<file path="src/rtl/acc_power.sv">
// acc_power: captures I/Q correlator dumps and computes I^2+Q^2 on one shared multiplier.
// Define ACC_POWER_NONCOHERENT_EN to sum 2^NONCOH_LOG2 dumps per presented result.
module acc_power #(
    parameter int ACC_WIDTH   = 16,
    parameter int NONCOH_LOG2 = 2,
    parameter int POWER_WIDTH = 2*ACC_WIDTH+NONCOH_LOG2
) (
    input  logic                        clk,
    input  logic                        reset,
    input  logic                        clear,
    input  logic signed [ACC_WIDTH-1:0] accumulator_i,
    input  logic signed [ACC_WIDTH-1:0] accumulator_q,
    input  logic                        accumulation_complete,
    input  logic                        power_ack,
    output logic                        power_valid,
    output logic [POWER_WIDTH-1:0]      power,
    output logic signed [ACC_WIDTH-1:0] dump_i,
    output logic signed [ACC_WIDTH-1:0] dump_q,
    output logic                        busy,
    output logic                        overrun
);
    typedef enum logic [2:0] {IDLE, MUL_I, MUL_Q, ADD, HOLD} state_t;
    state_t                        state_q;
    logic signed [ACC_WIDTH-1:0]   dump_i_q, dump_q_q, mul_a;
    logic signed [2*ACC_WIDTH-1:0] product_d;
    logic [2*ACC_WIDTH-1:0]        product_q, partial_q;
    logic [POWER_WIDTH-1:0]        power_q, sq;
    logic                          valid_q, busy_q, overrun_q;
`ifdef ACC_POWER_NONCOHERENT_EN
    logic [NONCOH_LOG2-1:0]        count_q;
    logic [POWER_WIDTH-1:0]        sum_q;
`endif
    // Squares are never negative, so the sum is taken unsigned and zero-extended.
    always_comb begin
        mul_a     = (state_q == MUL_I) ? dump_i_q : dump_q_q;
        product_d = (2*ACC_WIDTH)'(mul_a) * (2*ACC_WIDTH)'(mul_a);
        sq        = POWER_WIDTH'(partial_q) + POWER_WIDTH'(product_q);
    end
    always_ff @(posedge clk or posedge reset) begin
        if (reset) begin
            state_q   <= IDLE;
            dump_i_q  <= '0;
            dump_q_q  <= '0;
            product_q <= '0;
            partial_q <= '0;
            power_q   <= '0;
            valid_q   <= 1'b0;
            busy_q    <= 1'b0;
            overrun_q <= 1'b0;
`ifdef ACC_POWER_NONCOHERENT_EN
            count_q   <= '0;
            sum_q     <= '0;
`endif
        end else if (clear) begin
            state_q   <= IDLE;
            dump_i_q  <= '0;
            dump_q_q  <= '0;
            product_q <= '0;
            partial_q <= '0;
            power_q   <= '0;
            valid_q   <= 1'b0;
            busy_q    <= 1'b0;
            overrun_q <= 1'b0;
`ifdef ACC_POWER_NONCOHERENT_EN
            count_q   <= '0;
            sum_q     <= '0;
`endif
        end else begin
            if (accumulation_complete && state_q != IDLE)
                overrun_q <= 1'b1;
            case (state_q)
                IDLE: if (accumulation_complete) begin
                    dump_i_q <= accumulator_i;
                    dump_q_q <= accumulator_q;
                    busy_q   <= 1'b1;
                    state_q  <= MUL_I;
                end
                MUL_I: begin
                    product_q <= product_d;
                    state_q   <= MUL_Q;
                end
                MUL_Q: begin
                    partial_q <= product_q;
                    product_q <= product_d;
                    state_q   <= ADD;
                end
                ADD: begin
`ifdef ACC_POWER_NONCOHERENT_EN
                    if (count_q == '1) begin
                        power_q <= sum_q + sq;
                        sum_q   <= '0;
                        count_q <= '0;
                        valid_q <= 1'b1;
                        state_q <= HOLD;
                    end else begin
                        sum_q   <= sum_q + sq;
                        count_q <= count_q + 1'b1;
                        busy_q  <= 1'b0;
                        state_q <= IDLE;
                    end
`else
                    power_q <= sq;
                    valid_q <= 1'b1;
                    state_q <= HOLD;
`endif
                end
                HOLD: if (power_ack) begin
                    valid_q <= 1'b0;
                    busy_q  <= 1'b0;
                    state_q <= IDLE;
                end
                default: state_q <= IDLE;
            endcase
        end
    end
    assign power_valid = valid_q;
    assign power       = power_q;
    assign dump_i      = dump_i_q;
    assign dump_q      = dump_q_q;
    assign busy        = busy_q;
    assign overrun     = overrun_q;
endmodule

</file>
<file path="config.mk">
export PLATFORM = sky130hd
export DESIGN_NAME = acc_power
export DESIGN_NICKNAME = d
export VERILOG_FILES = /design/src/rtl/acc_power.sv
export SDC_FILE = /design/constraint.sdc
export NUM_CORES = 1
export LEC_CHECK = 0
export ABC_AREA = 0
export BUFFER_PORTS_ARGS = -buffer_cell sky130_fd_sc_hd__buf_2
export CELL_PAD_IN_SITES_DETAIL_PLACEMENT = 0
export CELL_PAD_IN_SITES_GLOBAL_PLACEMENT = 1
export CORE_ASPECT_RATIO = 1.4
export CORE_MARGIN = 5
export CORE_UTILIZATION = 45
export DETAILED_ROUTE_END_ITERATION = 10
export GPL_ROUTABILITY_DRIVEN = 0
export GPL_TIMING_DRIVEN = 1
export PLACE_DENSITY_LB_ADDON = 0.1
export REMOVE_ABC_BUFFERS = 1
export SLEW_MARGIN = 0
export SYNTH_ARGS = -nofsm -noshare
export SYNTH_HDL_FRONTEND = slang
export SYNTH_SLANG_ARGS = --single-unit
export TNS_END_PERCENT = 5
</file>
<file path="constraint.sdc">
create_clock -name clk -period 6.63 [get_ports clk]
set_input_delay 0.9945 -clock clk [delete_from_list [all_inputs] [get_ports clk]]
set_output_delay 0.9945 -clock clk [all_outputs]
set_load 0.1 [all_outputs]
</file>
# [Word-level counts from Yosys, hierarchy flattened]
# Index checks and enable logic that the tools add are counted.
# Widths: inputs -> output; s select.
[word_totals] register_bits=136 in_bits=37 out_inout_bits=69 wordCells=58
[classes] eq_ne=6 add_sub_neg=1 n_reduce_logical=16 mux=25 multipliers=1
[op_table] cell="$mux 32" n=4
[op_table] cell="$mux 16" n=7
[op_table] cell="$mux 34" n=2
[op_table] cell="$add 32x32->33" n=1
[op_table] cell="$mul 16x16->32" n=1
[op_table] cell="$pmux 3 s5" n=1
[op_table] cell="$reduce_bool 2->1" n=6
[op_table] cell="$mux 3" n=3
[op_table] cell="$reduce_bool 3->1" n=3
[op_table] cell="$eq 3x2->1 const B" n=2
[op_table] cell="$mux 1" n=6
[op_table] cell="$ne 3x3->1 const B" n=2
[op_table] cell="$reduce_and 2->1" n=3
[op_table] cell="$pmux 1 s2" n=2
[op_table] cell="$eq 3x1->1 const B" n=1
[op_table] cell="$eq 3x3->1 const B" n=1
[op_table] cell="$logic_not 3->1" n=1
[op_table] cell="$reduce_and 3->1" n=1
[op_table] cell="$reduce_or 2->1" n=1
[op_table] cell="$logic_and 1x1->1" n=1

# [Depth between registers and ports, before layout]
# Gate-level depths: netlist of the first run.
[logic_depth] word_depth=5 ltp_mapped=30

# [Least setup slack after synthesis of the first run]
# No wires, ideal clock.
[synth_path] kind="reg-to-reg" start="register state_q[2]" end="register product_q[28]" period_less_slack_ns=7.087 required_ns=6.492 slack_ns=-0.457 path_buffers=4 path_stages_with_launch=30 arrival_time_ns=6.950 path_cell_list="dfrtp_1 clkbuf_1 nor3_1 buf_2 buf_2 mux2i_1 clkbuf_1 inv_2 nand2_1 inv_2 fa_1 inv_1 fa_1 fa_1 inv_1 fa_1 fa_1 inv_1 fa_1 inv_1 ha_1 a21oi_1 o21ai_0 a21oi_1 a21oi_1 o41ai_2 o21ai_1 and2_1 o2111ai_1 o311ai_1"
[synth_between] elab_chain_cells=5
[synth_lines] item="from (decl)" line_no="23" text="state_t state_q;"
[synth_lines] item="from (signal assigned)" line_no="41" text="state_q <= IDLE;"
[synth_lines] item="from (signal assigned)" line_no="55" text="state_q <= IDLE;"
[synth_lines] item="from (signal assigned)" line_no="76" text="state_q <= MUL_I;"
[synth_lines] item="$eq 3x1->1" line_no="35, 71"
[synth_lines] item="$mux 16" line_no="35" text="mul_a = (state_q == MUL_I) ? dump_i_q : dump_q_q;"
[synth_lines] item="$mul 16x16->32" line_no="36" text="product_d = (2*ACC_WIDTH)'(mul_a) * (2*ACC_WIDTH)'(mul_a);"
[synth_lines] item="$mux 32" line_no="71" text="case (state_q)"
[synth_lines] item="$mux 32" line_no="54" text="end else if (clear) begin"
[synth_lines] item="to (signal assigned)" line_no="79" text="product_q <= product_d;"
[synth_lines] item="to (signal assigned)" line_no="84" text="product_q <= product_d;"
[synth_lines] item="to (decl)" line_no="26" text="logic [2*ACC_WIDTH-1:0] product_q, partial_q;"
# Several ways; a longest one is shown, not always the timed one. The select of a mux whose other input is x is not followed.
# A chain may end at the register's enable or synchronous reset.

# [Worst setup path after layout of the first run]
[layout_path] start="register state_q[0]" end="register product_q[29]"
# The elaborated chain is that of the path after synthesis.

==> results of run 1 <==
-- layer usage --
layer  vias to the layer above  routed length [um]  global-route usage, %  part of all wire [%]
met3                        46                 899                   2.36                   2.6
li1                       5267                   -                      -                     -
met5                         -                   0                      0                     0
met2                       171               18300                   36.6                    52
met4                         0                 822                   5.64                   2.3
met1                      5402               15100                   25.3                    43
-- kinds of logic after synthesis --
kind of cell    synth area share, %
buf+inv                        9.35
compound gates                 14.1
xor+xnor                       4.02
mux                            1.34
other cells                  0.0249
fa+ha+maj                      41.0
simple gates                   7.93
flops                          22.3
-- cell usage in the layout, fill, tap and decap left out, types with 49 or more instances in the layout --
cell type / instances
nor2_1: 81
dfrtp_1: 134
buf_2: 104
nand2_1: 116
a21oi_1: 49
fa_1: 217
inv_1: 296
ha_1: 112
buf_4: 90
a22o_1: 97
-- power groups by stage --
stage,Sequential [mW],Combinational (mW),Clock (mW)
5_1_grt,0.927,1.67,1.13
3_5_place_dp,0.931,1.38,0
6_report,0.919,1.49,1.07
3_3_place_gp,0.929,1.36,0
4_1_cts,0.917,1.43,1.09
2_1_floorplan,1.05,0.847,0
-- final cells by class --
cell class	instances	area [um^2]	area share [%]
inverters	328	1250	6.95
flip-flops and latches	134	3350	18.6
clock buffers	20	467	2.59
repair buffers	211	1450	8.05
multi-input cells	1014	10700	59.6
well taps	445	557	3.09
clock inverters	11	195	1.08
-- final timing paths --
path / slack [ns] / cells past startpoint / end / from
max in group asynchronous: 4.81 / 3 / partial_q[23] / reset
worst min register to register: 0.49 / 1 / power[15] / power[15]
worst min-delay path: 0.49 / 1 / power[15] / power[15]
worst max-delay path: 0.04 / 27 / product_q[29] / state_q[0]
min in group asynchronous: 0.71 / 2 / power[2] / reset
worst max register to register: 0.04 / 27 / product_q[29] / state_q[0]
-- registers in the layout, indices dropped and copies added (netlist names) --
register / flops
dump_q: 16
overrun: 1
product_q: 31
power_valid: 1
state_q: 3
partial_q: 32
busy: 1
dump_i: 16
power: 33
-- per-stage QoR --
| stage | TNS, ns | hold WS [ns] |
|---|---|---|
| detailed placement | -0.714 | 0.489 |
| global route | -1.56 | 0.508 |
| finish | 0 | 0.493 |
| floorplan | -26.76 | 0.477 |
| CTS | -0.0728 | 0.502 |
| global placement | -0.284 | 0.471 |
-- worst max-delay path: cells and delay by family (launching register included) --
kind | cells | cell delay, ns
multiplexers | 1 | 0.32
XOR/XNOR | 1 | 0.17
buffers and inverters | 8 | 0.58
AO/OA/AOI/OAI | 7 | 1.21
AND/OR/NAND/NOR | 3 | 0.45
adder cells (fa/ha/maj) | 7 | 3.39
flip-flops | 1 | 0.35
-- timing repair --
action,4_1_cts,5_1_grt
resized for setup,39,86
setup buffers,7,10
endpoints found under the setup margin,9,13
cloned,2,1
pin swaps,20,52
==> metrics, run 1 <==
CTS tree yes; power share of the clock group 30.7%; pin count of the biggest net entering global routing 88; Placed Instances 2114; setup violators final 0; global-route wire length before repair 59.9 mm; Residual DRC 0; post-synthesis cell type count 63; most instantiated library cell after synthesis inv_1; Max Slew Vio Count 0; CP Capture Type register; min Tclk post-route 6.59 ns; DR iter-0 viols 413; clk sink count 134; die height 226 um; Setup CP Type register to register; static leakage 9.67 nW; DR WL/cell 16.2 um; CP Data Required Time 6.94 ns; Hold Crit Class register to register; synthesized area per cell 9.88 um^2; grt ovf 0; post-synth top area share 30.9%; Cells after Synth 1521; RSZ-0062 raised after global routing true; setup ws final 0.0362 ns; Yosys Warn Count 0; final hold viol count 0; Clock Path Buffers 2; area delta synth->final 19.7%; share of flip-flops with an asynchronous set or reset 100%; Detail Placement HPWL 29.1 mm; die area 37200 um^2; Vias 10886; row count 79; hold_buf cts 0; Skew-Pair Late Insertion Delay 0.44 ns; cts bufs inserted 17; run status finished, final reports clean; layout cell share with drive strength beyond 1 21.3%; Clk pin slew, worst setup/hold paths 0.06 ns; Final period util 99.5%; initial antenna violation count 0; Comb power frac 42.9%; most common flop cell mapped by yosys dfrtp_1; cell area after synthesis 15000 um^2; DR vias/cell 5.03; CP Max Fanout 5; FILL cells 3021; final net count 2096; overall power 3.47 mW; Area contributors post-synth fa_1, dfrtp_1, ha_1; starting density of the core 45.4%; worst slack, placed -0.148 ns; CP max-delay cell fa_1; synth cell count leaders inv_1, fa_1, dfrtp_1, nand2_1, ha_1; CP peak stage delay 0.57 ns; placed cell area 16700 um^2; Reg power frac 26.5%; drt first pass iters 4; Die Wd 164 um; H-Tree Depth 4; Synth area leader fa_1; clk_skew 0.0121 ns; total wire length 35.1 mm; gr usage total 20.2%; Sw Ratio 38.0%; NetSw 1.32 mW; n_diodes 0; IO buf count 104; Max-cap violations 0; post-synthesis sequential area ratio 22.3%; Core Region 33100 um^2; vias in the first global route 11936; synthesis-stage register bit count 134; Worst EP arrival 6.90 ns; Post-synth EDFFs 0; Slew HR 19.1%; final core occ 54.3%; CP Launch Type register; Internal 2.15 mW; Finished Cell Area 18000 um^2; P per Cell Area 193 nW/um^2; most frequent CP cell fa_1; number of antenna-violating nets in the routed design 0; Finished Layout Cells 2163; CTS root buffer clkbuf_16; measured slew at the worst slew-check pin 1.21 ns; fmax 152 MHz; num ports 106; Max VDD drop 0.000154 V
Power figures use the tool's default switching activity.
==> run 2, diff against run 1 <==
--- a/config.mk
+++ b/config.mk
@@ -10,7 +10,7 @@
 export CELL_PAD_IN_SITES_DETAIL_PLACEMENT = 0
 export CELL_PAD_IN_SITES_GLOBAL_PLACEMENT = 1
 export CORE_ASPECT_RATIO = 1.4
-export CORE_MARGIN = 5
+export CORE_MARGIN = 8
 export CORE_UTILIZATION = 45
 export DETAILED_ROUTE_END_ITERATION = 10
 export GPL_ROUTABILITY_DRIVEN = 0
==> metrics, run 2 (synthesis gave the netlist of run 1 again) <==
worst r2r dst product_q[29] (unchanged); power share of the clock group 29.8% (was 30.7%); final net count 2094 (was 2096); global-route wire length before repair 59.3 mm (was 59.9 mm); Finished Layout Cells 2162 (was 2163); R2R setup slack 0.19 ns (was 0.04 ns); DR WL/cell 16.3 um (was 16.2 um); Reg power frac 26.8% (was 26.5%); final core occ 54.3% (about the same); CP Launch Type register (unchanged); hold endpoint power[12] (was power[15]); DR vias/cell 4.99 (was 5.03); vias in the first global route 11773 (was 11936); Clk pin slew, worst setup/hold paths 0.06 ns (about the same); Reg2Reg Launch Point state_q[0] (unchanged); gr busiest metal met2 (unchanged); fmax 155 MHz (was 152 MHz); n_diodes 0 (unchanged); CTS tree yes (unchanged); setup violators final 0 (unchanged); die area 39600 um^2 (was 37200 um^2); Detail Placement HPWL 29.4 mm (was 29.1 mm); starting density of the core 45.4% (unchanged); Slew HR 17.1% (was 19.1%); area delta synth->final 19.5% (was 19.7%); drt first pass iters 7 (was 4); P per Cell Area 191 nW/um^2 (was 193 nW/um^2); most frequent CP cell fa_1 (unchanged); CP Capture Type register (unchanged); total wire length 35.2 mm (was 35.1 mm); most common cell after layout, fill and taps aside inv_1 (unchanged); gr usage total 18.8% (was 20.2%); CP Max Fanout 8 (was 5); H-Tree Depth 4 (unchanged); Core Region 33100 um^2 (unchanged); Comb power frac 43.5% (was 42.9%); setup ws final 0.192 ns (was 0.0362 ns); Hold Path Origin power[12] (was power[15]); final hold viol count 0 (unchanged); Sw Ratio 39.1% (was 38.0%); number of antenna-violating nets in the routed design 0 (unchanged); max FFs per register 33 (unchanged); Final period util 97.1% (was 99.5%); Residual DRC 0 (unchanged); CTS root buffer clkbuf_16 (unchanged); num ports 106 (unchanged); Max-cap violations 0 (unchanged); Worst EP arrival 6.79 ns (was 6.90 ns); CP max-delay cell fa_1 (unchanged); Internal 2.09 mW (was 2.15 mW); most frequent cells in the layout inv_1, fa_1, dfrtp_1 (unchanged); Hold WS 0.487 ns (was 0.493 ns); static leakage 9.61 nW (was 9.67 nW); Max Slew Vio Count 0 (unchanged); met1 usage in global routing 22.8% (was 25.3%); Setup CP Type register to register (unchanged); overall power 3.44 mW (was 3.47 mW); Die Wd 170 um (was 164 um); DR iter-0 viols 435 (was 413); layout cell share with drive strength beyond 1 21.9% (was 21.3%); Finished Cell Area 18000 um^2 (about the same); clk sink count 134 (unchanged); met3 global-route usage 2.59% (was 2.36%); Worst Hold Depth 1 (unchanged); RSZ-0062 raised after global routing true (unchanged); IO buf count 104 (unchanged); Reg2Reg Depth 27 (unchanged); Placed Instances 2116 (was 2114); clk_skew 0.0125 ns (was 0.0121 ns); grt ovf 0 (unchanged); measured slew at the worst slew-check pin 1.24 ns (was 1.21 ns); Vias 10787 (was 10886); row count 79 (unchanged); CP Data Required Time 6.98 ns (was 6.94 ns); Fin Setup TNS 0 ns (unchanged); initial antenna violation count 0 (unchanged); die height 232 um (was 226 um); pin count of the biggest net entering global routing 89 (was 88); min Tclk post-route 6.44 ns (was 6.59 ns); placed cell area 16700 um^2 (about the same); run status finished, final reports clean (unchanged); NetSw 1.34 mW (was 1.32 mW); Skew-Pair Late Insertion Delay 0.44 ns (about the same); Hold Crit Class register to register (unchanged); M2 GR Usage 33.3% (was 36.6%); CP peak stage delay 0.54 ns (was 0.57 ns); Clock Path Buffers 2 (unchanged); Max VDD drop 0.000163 V (was 0.000154 V); worst slack, placed -0.123 ns (was -0.148 ns); cts bufs inserted 17 (unchanged)
==> run 2: power by group through the flow <==
stage / logic [mW] / clock network, mW / registers (mW)
after detailed placement: 1.37 / 0 / 0.930
after CTS: 1.42 / 1.05 / 0.916
after floorplan: 0.847 / 0 / 1.05
after global placement: 1.36 / 0 / 0.929
final: 1.49 / 1.02 / 0.919
after global routing: 1.68 / 1.08 / 0.929
==> run 2: routing by layer <==
metal	routed length, um	vias up
li1	-	5268
met3	903	54
met5	0	-
met4	1060	0
met1	15400	5309
met2	17900	156
==> run 2: worst max-delay path: cells and delay by family, from the launching register on <==
family | cells | cell delay, ns
compound gates | 6 | 0.99
xor+xnor | 1 | 0.16
fa+ha+maj | 7 | 3.30
buf+inv | 8 | 0.66
flops | 1 | 0.36
mux | 1 | 0.34
simple gates | 4 | 0.54
==> run 2: how the worst max path moves through the flow <==
stage / start / endpoint / cells past startpoint
floorplan: state_q[0] / product_q[31] / 24
global placement: state_q[0] / product_q[29] / 28
detailed placement: state_q[0] / product_q[29] / 28
CTS: state_q[2] / product_q[29] / 28
global route: state_q[0] / product_q[29] / 25
finish: state_q[0] / product_q[29] / 27
==> run 2: cell type report <==
type,instances,area (um^2)
Inverter,328,1260
Sequential cell,134,3350
Multi-Input combinational cell,1014,10800
Fill cell,3031,15100
Clock inverter,13,196
Clock buffer,19,433
Timing Repair Buffer,209,1390
Tap cell,445,557
==> run 2: repair_timing <==
| action | in CTS | in global routing |
|---|---|---|
| endpoints found under the setup margin | 8 | 11 |
| pin swaps | 10 | 54 |
| gates cloned | 1 | 0 |
| buffers inserted | 3 | 12 |
| hold buffers | 0 | 0 |
| resized for setup | 29 | 111 |
